**src/rtl/fetch_pkg.sv**
```systemverilog
// Shared types for the miniRISC fetch stage: FSM state, prefetch depth and
// the prefetch entry layout (fetch PC plus instruction word).
package fetch_pkg;

  typedef enum logic [0:0] {
    BOOT = 1'b0,
    RUN  = 1'b1
  } fetch_state_e;

  localparam int FIFO_DEPTH = 2;

  typedef struct packed {
    logic [31:0] pc;
    logic [31:0] instr;
  } fifo_entry_t;

endpackage

```
**src/rtl/fetch_fifo.sv**
```systemverilog
// Two-entry prefetch buffer. The head is always entries[0] so the outputs
// come straight from a register and stay stable while decode stalls.
module fetch_fifo
  import fetch_pkg::*;
(
  input  logic        clk,
  input  logic        rst,
  input  logic        push,
  input  logic        pop,
  input  logic        flush,
  input  fifo_entry_t data,
  output logic [1:0]  count,
  output fifo_entry_t head
);

  fifo_entry_t entries [FIFO_DEPTH];
  logic        pop_ok;

  assign pop_ok = pop && (count != 2'd0);
  assign head   = entries[0];

  // A pop in the flush cycle is already consumed downstream; clearing the
  // count covers both, and any response arriving in that cycle is dropped.
  always_ff @(posedge clk or posedge rst) begin
    if (rst) begin
      count      <= 2'd0;
      entries[0] <= '0;
      entries[1] <= '0;
    end else if (flush) begin
      count <= 2'd0;
    end else begin
      case ({push, pop_ok})
        2'b10: begin
          if (count == 2'd0) entries[0] <= data;
          else               entries[1] <= data;
          count <= count + 2'd1;
        end
        2'b01: begin
          entries[0] <= entries[1];
          count      <= count - 2'd1;
        end
        2'b11: begin
          if (count == 2'd1) begin
            entries[0] <= data;
          end else begin
            entries[0] <= entries[1];
            entries[1] <= data;
          end
        end
        default: ;
      endcase
    end
  end

endmodule

```
**src/rtl/instr_fetch_unit.sv**
```systemverilog
// Fetch stage: owns the PC, drives a 1-cycle synchronous imem, buffers into a
// 2-entry prefetch FIFO. Optional stats counters built when FETCH_STATS_EN is defined.
//
// state | meaning
// BOOT  | single cycle after reset, no fetch issued
// RUN   | fetching under the credit/redirect issue rule
module instr_fetch_unit
  import fetch_pkg::*;
#(
  parameter logic [31:0] RESET_PC = 32'h0000_0000,
  parameter int          IMEM_AW  = 10
) (
  input  logic               clk,
  input  logic               rst,
  output logic               imem_en,
  output logic [IMEM_AW-1:0] imem_addr,
  input  logic [31:0]        imem_rdata,
  input  logic               halt,
  input  logic               redirect_valid,
  input  logic [31:0]        redirect_pc,
  output logic               instr_valid,
  input  logic               instr_ready,
  output logic [31:0]        instr,
  output logic [31:0]        instr_pc,
  output logic [31:0]        fetch_cnt,
  output logic [31:0]        flush_cnt
);

  fetch_state_e state;
  logic [31:0]  pc;
  logic [31:0]  tag_pc;
  logic [31:0]  issue_pc;
  logic         issued_q;
  logic         redirect_q;
  logic         inflight;
  logic         pop;
  logic         push;
  logic [1:0]   occ;
  logic [2:0]   projected;
  fifo_entry_t  fifo_in;
  fifo_entry_t  head;

  assign inflight    = issued_q && !redirect_q;
  assign instr_valid = (occ != 2'd0);
  assign pop         = instr_valid && instr_ready;

  // pop implies occ >= 1, so this never underflows
  assign projected = {1'b0, occ} + {2'b00, inflight} - {2'b00, pop};

  assign imem_en   = (state == RUN) && !halt && (redirect_valid || (projected < 3'd2));
  assign issue_pc  = redirect_valid ? redirect_pc : pc;
  assign imem_addr = imem_en ? issue_pc[IMEM_AW+1:2] : '0;

  // The response landing in a redirect cycle belongs to the squashed path.
  assign push          = issued_q && !redirect_valid;
  assign fifo_in.pc    = tag_pc;
  assign fifo_in.instr = imem_rdata;

  always_ff @(posedge clk or posedge rst) begin
    if (rst) begin
      state      <= BOOT;
      pc         <= RESET_PC;
      tag_pc     <= '0;
      issued_q   <= 1'b0;
      redirect_q <= 1'b0;
    end else begin
      state      <= RUN;
      issued_q   <= imem_en;
      redirect_q <= redirect_valid;
      if (imem_en) tag_pc <= issue_pc;
      if (redirect_valid) pc <= imem_en ? redirect_pc + 32'd4 : redirect_pc;
      else if (imem_en)   pc <= pc + 32'd4;
    end
  end

  fetch_fifo u_fifo (
    .clk   (clk),
    .rst   (rst),
    .push  (push),
    .pop   (pop),
    .flush (redirect_valid),
    .data  (fifo_in),
    .count (occ),
    .head  (head)
  );

  assign instr    = head.instr;
  assign instr_pc = head.pc;

`ifdef FETCH_STATS_EN
  always_ff @(posedge clk or posedge rst) begin
    if (rst) begin
      fetch_cnt <= '0;
      flush_cnt <= '0;
    end else begin
      if (pop)            fetch_cnt <= fetch_cnt + 32'd1;
      if (redirect_valid) flush_cnt <= flush_cnt + 32'd1;
    end
  end
`else
  assign fetch_cnt = '0;
  assign flush_cnt = '0;
`endif

endmodule

```
**config.mk**
```make
export PLATFORM = sky130hd
export DESIGN_NAME = instr_fetch_unit
export DESIGN_NICKNAME = d
export VERILOG_FILES = /design/src/rtl/fetch_pkg.sv /design/src/rtl/fetch_fifo.sv /design/src/rtl/instr_fetch_unit.sv
export SDC_FILE = /design/constraint.sdc
export NUM_CORES = 1
export LEC_CHECK = 0
export BUFFER_PORTS_ARGS = -buffer_cell sky130_fd_sc_hd__buf_2
export CAP_MARGIN = 20
export CORE_AREA = 2 2 161 163
export DETAILED_ROUTE_END_ITERATION = 10
export DIE_AREA = 0 0 163 165
export SLEW_MARGIN = 10
export SYNTH_ARGS = -nofsm -noshare
export SYNTH_HDL_FRONTEND = slang
export SYNTH_SLANG_ARGS = --single-unit
```
**constraint.sdc**
```tcl
create_clock -name clk -period 14.7 [get_ports clk]
set_input_delay 1.47 -clock clk [delete_from_list [all_inputs] [get_ports clk]]
set_output_delay 1.47 -clock clk [all_outputs]
set_load 0.005 [all_outputs]
```
-- Word-level counts from Yosys, hierarchy flattened
Index checks and enable logic that the tools add are counted.
- add/sub/neg operators: 6
- $lt $le $gt $ge: 1
- eq/ne operators: 7
- muxes and demuxes: 13
- bitwise gates (word level): 1
- reduce and logical (&&, ||, !) cells: 18
- operators with widths (kind ; number):
    $mux W64 ; 4
    $pmux W64 S3 ; 1
    $mux W32 ; 4
    $pmux W64 S2 ; 1
    $add A32 B3 Y32 const B ; 2
    $mux W10 ; 1
    $logic_and A1 B1 Y1 ; 6
    $reduce_bool A2 Y1 ; 3
    $reduce_bool A3 Y1 ; 2
    $eq A2 B1 Y1 const B ; 2
    $eq A2 B2 Y1 const B ; 2
    $ne A2 B2 Y1 const B ; 2
    $pmux W2 S2 ; 1
    $reduce_and A4 Y1 ; 1
    $add A2 B1 Y3 ; 1
    $logic_not A1 Y1 ; 3
    $lt A3 B2 Y1 const B ; 1
    $reduce_and A3 Y1 ; 1
    $sub A3 B1 Y3 ; 1
    $add A2 B1 Y2 const B ; 1
    $logic_not A2 Y1 ; 1
    $mux W2 ; 1
    $ne A2 B1 Y1 const B ; 1
    $sub A2 B1 Y2 const B ; 1
    other kinds (2) ; 2
- bits in registers: 197
- output and inout port bits: 140

-- Depth between registers and ports, before layout
- word-level depth: 9
- gate-level depth with buffers: 16

-- Cells and area by module
From an unflattened synthesis, not the netlist that was laid out.
- cell total of the unflattened synthesis: 1039
- area total of the unflattened synthesis: 11004.3 µm²
- modules (own cells, without submodules) (module ; times used ; cells each ; area each (µm²) ; seq. area each (µm²)):
    fetch_fifo ; 1 ; 500 ; 6244.7 ; 3253.1
    instr_fetch_unit ; 1 ; 539 ; 4759.6 ; 1676.6

-- Worst setup path after synthesis
Ideal clock, no wire load.
- path kind: input to output
- start point: in instr_ready
- end point: out imem_addr[1]
- arrival: 3.663 ns
- required time: 13.230 ns
- slack: 9.567 ns
- stages on the path: 10
- path through: nand2_1 inv_1 ha_1 nor3b_1 fa_1 or3_4 buf_6 nor2_1 buf_2 a22o_1
- word-level cells in the longest chain between the ends: 6
- RTL lines (element ; line ; source):
    start, declared ; instr_fetch_unit.sv:22 ; input logic instr_ready,
    $logic_and A1 B1 Y1 ; instr_fetch_unit.sv:45 ; assign pop = instr_valid && instr_ready;
    $sub A3 B1 Y3 ; instr_fetch_unit.sv:48 ; assign projected = {1'b0, occ} + {2'b00, inflight} - {2'b00, pop};
    $lt A3 B2 Y1 ; instr_fetch_unit.sv:50 ; assign imem_en = (state == RUN) && !halt && (redirect_valid || (projected < 3'd2));
    $logic_or A1 B1 Y1 ; instr_fetch_unit.sv:50 ;
    $logic_and A1 B1 Y1 ; instr_fetch_unit.sv:50 ;
    $mux W10 ; instr_fetch_unit.sv:52 ; assign imem_addr = imem_en ? issue_pc[IMEM_AW+1:2] : '0;
    end, declared ; instr_fetch_unit.sv:16 ; output logic [IMEM_AW-1:0] imem_addr,
Every way passes these cells.

-- Final worst setup path
- start point: in instr_ready
- end point: out imem_addr[9]
Same word-level chain as after synthesis.

==> summary.txt <==
========================================================================================
Final period demand of the worst path .....................................      6.05 ns
Routed vias ...............................................................         6955
Initial core utilization ..................................................        0.418
Quantity of gates resized following cts ...................................            0
Final Worst Setup Slack ...................................................      8.65 ns
Net total in the final layout .............................................         1132
Antenna cells .............................................................            0
Switching power as a share of total power .................................        0.344
Routed wirelength normalized by instance count ............................      16.0 µm
CTS Hold Buffers Added ....................................................            0
Sum Neg Setup Slack .......................................................         0 ns
Core area .................................................................    25000 µm²
Slew Limit Headroom .......................................................        0.365
H-tree lvl count ..........................................................            4
DRC viols .................................................................            0
Fraction of the yosys area taken by sequential cells ......................        0.471
Commonest non-fill, non-tap cells in the layout ........................... 197 x sky130_fd_sc_hd__dfrtp_1, 144 x sky130_fd_sc_hd__buf_2, 97 x sky130_fd_sc_hd__nor2_1
Initial antenna violation count ...........................................            0
Total of max-cap violations ...............................................            0
Transition time at the pin with the least slew margin .....................     0.952 ns
Req. time, crit path ......................................................     13.23 ns
Pin count of the biggest net entering global routing ......................          125
Total die area ............................................................    26900 µm²
Top cell type by total area after synthesis ............................... sky130_fd_sc_hd__dfrtp_1
Post-synthesis to final-layout area growth ................................        8.15%
Wire length on met3 .......................................................       934 µm
Y dimension of the die ....................................................       165 µm
Top layer used by detailed routing ........................................         met4
Number of buffers on the longest clock path ...............................            2
Crit-path max FO ..........................................................           11
Clock transition at the registers of the reported paths ...................      0.06 ns
Vias per cell .............................................................         4.97
Total wire length after detailed routing ..................................     22400 µm
Buffer cell driving the clock tree root ................................... sky130_fd_sc_hd__clkbuf_16
Count of cell types in the netlist ........................................           61
I/O pins ..................................................................          209
Synth Instances ...........................................................          999
Portion of the clock cycle consumed by the worst path in the final layout .        0.412
Top-area cell type share of the netlist area ..............................        0.471
Cell depth of the worst min-delay path ....................................            1
Max rail drop VDD .........................................................    0.0662 mV
Number of antenna-violating nets in the routed design .....................            0
Internal power ............................................................    0.00133 W
Share of layout cells above drive strength 1 ..............................        0.250
Number of clock buffers inserted by TritonCTS .............................           17
Setup Buffers After CTS ...................................................            0
Clock share of power ......................................................        0.227
Kind of capture point of the worst setup path .............................   output pin
Routed length on met1 .....................................................     11000 µm
Wire length on met2 .......................................................     10200 µm
Most common library cell in the layout ignoring fill and taps ............. sky130_fd_sc_hd__dfrtp_1
Data arrival time of the critical path ....................................      4.58 ns
Minimum hold slack ........................................................     0.505 ns
Post-Synthesis Cell Area ..................................................    10500 µm²
Number of synthesized flops with an enable pin ............................            0
Iteration-0 DRC count of the detailed router ..............................          546
TritonCTS clock tree ......................................................          yes
Total power of the final layout ...........................................    0.00202 W
Average footprint of a synthesized cell ...................................     10.5 µm²
Overall overflow remaining after global route .............................            0
Final Hold Viols ..........................................................            0
Sink count of the clock tree ..............................................          197
Power Dens Cells ..........................................................   179 nW/µm²
Row Count .................................................................           58
Critical path class ....................................................... primary input to output pin
Number of flip-flops and latches in the synthesized netlist ...............          197
GR Util All Layers ........................................................        0.169
Register-to-Register Setup Slack ..........................................     10.63 ns
Setup slack after placement ...............................................      8.72 ns
Outcome ................................................................... complete, no violations
Main area contributors after synthesis .................................... sky130_fd_sc_hd__dfrtp_1 47%, sky130_fd_sc_hd__buf_4 9.3%, sky130_fd_sc_hd__mux2i_1 9.1%, sky130_fd_sc_hd__mux2_2 7.3%, sky130_fd_sc_hd__a21oi_1 4.0%
Input/output buffers ......................................................          144
Clock skew ................................................................    0.0118 ns
Synth warnings ............................................................            0
Clock insertion delay at the later pin of the skew report .................      0.43 ns
Pins over their slew limit ................................................            0
Primary flip-flop cell chosen by synthesis mapping ........................ sky130_fd_sc_hd__dfrtp_1
Final estimated routing congestion in global placement ....................        0.815
RSZ-0062 raised after global routing ......................................           no
Crit path launch type ..................................................... primary input
Total of endpoints with negative setup slack in the final report ..........            0
Fmax ......................................................................      165 MHz
Depth of the worst register-to-register path ..............................           16
Half-perimeter wire length of the detailed placement result ...............     15600 µm
Fraction of registers with async set or reset after synthesis .............         1.00
Portion of total power attributed to combinational logic ..................        0.322
Switching Power ...........................................................   0.000697 W
Hold crit path type ....................................................... register to register
Wire length of the first global-routing pass ..............................     35300 µm
Number of optimization iterations in the first detailed-route pass ........            5
Die Span X ................................................................       163 µm
Via count of the first global-routing pass ................................         6554
Static leakage ............................................................      5.49 nW
Share of total power in sequential cells ..................................        0.452
========================================================================================
-- critical path, cell delays in order --
cell	delay, ns
sky130_fd_sc_hd__buf_2	0.10
sky130_fd_sc_hd__nand2_1	0.19
sky130_fd_sc_hd__inv_1	0.11
sky130_fd_sc_hd__ha_1	0.28
sky130_fd_sc_hd__nor3b_1	0.24
sky130_fd_sc_hd__fa_1	0.54
sky130_fd_sc_hd__or3_4	0.51
sky130_fd_sc_hd__nor2_1	0.71
sky130_fd_sc_hd__a22o_1	0.29
sky130_fd_sc_hd__buf_2	0.13
-- state kept, by name, indices dropped and copies added, names as in the netlist --
name,cells
pc,32
redirect_q,1
state,1
issued_q,1
tag_pc,32
u_fifo.entries,64
u_fifo.count,2
u_fifo.head,64
-- logic make-up after synthesis --
family | Yosys count | synth area share
AO/OA/AOI/OAI | 142 | 0.0789
adder cells (fa/ha/maj) | 6 | 0.00789
buffers and inverters | 196 | 0.120
flip-flops | 197 | 0.471
multiplexers | 164 | 0.166
other | 2 | 0.000718
AND/OR/NAND/NOR | 243 | 0.114
XOR/XNOR | 49 | 0.0417
-- metal layers --
layer / track usage / vias up
li1: - / 3359
met3: 0.0316 / 26
met4: 0.0438 / 0
met2: 0.262 / 197
met5: 0 / -
met1: 0.244 / 3373
-- power groups by stage --
| stage | Clock (W) | Sequential [W] | Combinational, W |
|---|---|---|---|
| after floorplan | 0 | 0.000880 | 0.000596 |
| after global placement | 0 | 0.000920 | 0.000648 |
| after detailed placement | 0 | 0.000928 | 0.000660 |
| after CTS | 0.000475 | 0.000916 | 0.000664 |
| after global routing | 0.000499 | 0.000947 | 0.000737 |
| final | 0.000458 | 0.000914 | 0.000651 |
-- metrics by stage --
step	instances	util	cell area, µm²
6_report	1400	0.452	11300
5_1_grt	1400	0.452	11300
4_1_cts	1400	0.452	11300
3_5_place_dp	1368	0.429	10700
3_3_place_gp	1368	0.429	10700
2_1_floorplan	1062	-	10700
-- Yosys cell counts, types with 3 or more instances --
library cell / instances
sky130_fd_sc_hd__xor2_1: 21
sky130_fd_sc_hd__nand4_1: 16
sky130_fd_sc_hd__buf_2: 20
sky130_fd_sc_hd__nor3_1: 8
sky130_fd_sc_hd__xnor2_1: 27
sky130_fd_sc_hd__clkbuf_1: 22
sky130_fd_sc_hd__dfrtp_1: 197
sky130_fd_sc_hd__a22o_1: 8
sky130_fd_sc_hd__o22ai_1: 9
sky130_fd_sc_hd__a211oi_1: 3
sky130_fd_sc_hd__a21o_1: 3
sky130_fd_sc_hd__buf_4: 130
sky130_fd_sc_hd__and3_1: 11
sky130_fd_sc_hd__nor2_1: 97
sky130_fd_sc_hd__a21oi_1: 83
sky130_fd_sc_hd__mux2_2: 68
sky130_fd_sc_hd__ha_1: 5
sky130_fd_sc_hd__mux2i_1: 95
sky130_fd_sc_hd__o21ai_0: 19
sky130_fd_sc_hd__inv_1: 20
sky130_fd_sc_hd__nand3_1: 21
sky130_fd_sc_hd__and4_1: 9
sky130_fd_sc_hd__nand2_1: 62
-- final timing paths --
check	from	to
worst min register to register	u_fifo.entries[46]	u_fifo.entries[46]
worst max register to register	u_fifo.count[1]	pc[8]
min in group asynchronous	rst	u_fifo.head[4]
max in group asynchronous	rst	tag_pc[18]
worst min-delay path	u_fifo.entries[46]	u_fifo.entries[46]
worst max-delay path	instr_ready	imem_addr[9]
-- layout make-up --
| type | count | area (µm²) |
|---|---|---|
| Multi-Input combinational cell | 669 | 4530 |
| Inverter | 20 | 82.6 |
| Clock buffer | 18 | 429 |
| Tap cell | 330 | 413 |
| Sequential cell | 197 | 4930 |
| Timing Repair Buffer | 152 | 781 |
| Clock inverter | 14 | 144 |
| Fill cell | 2436 | 13700 |
Note: power is estimated with default switching activity, not from simulation.
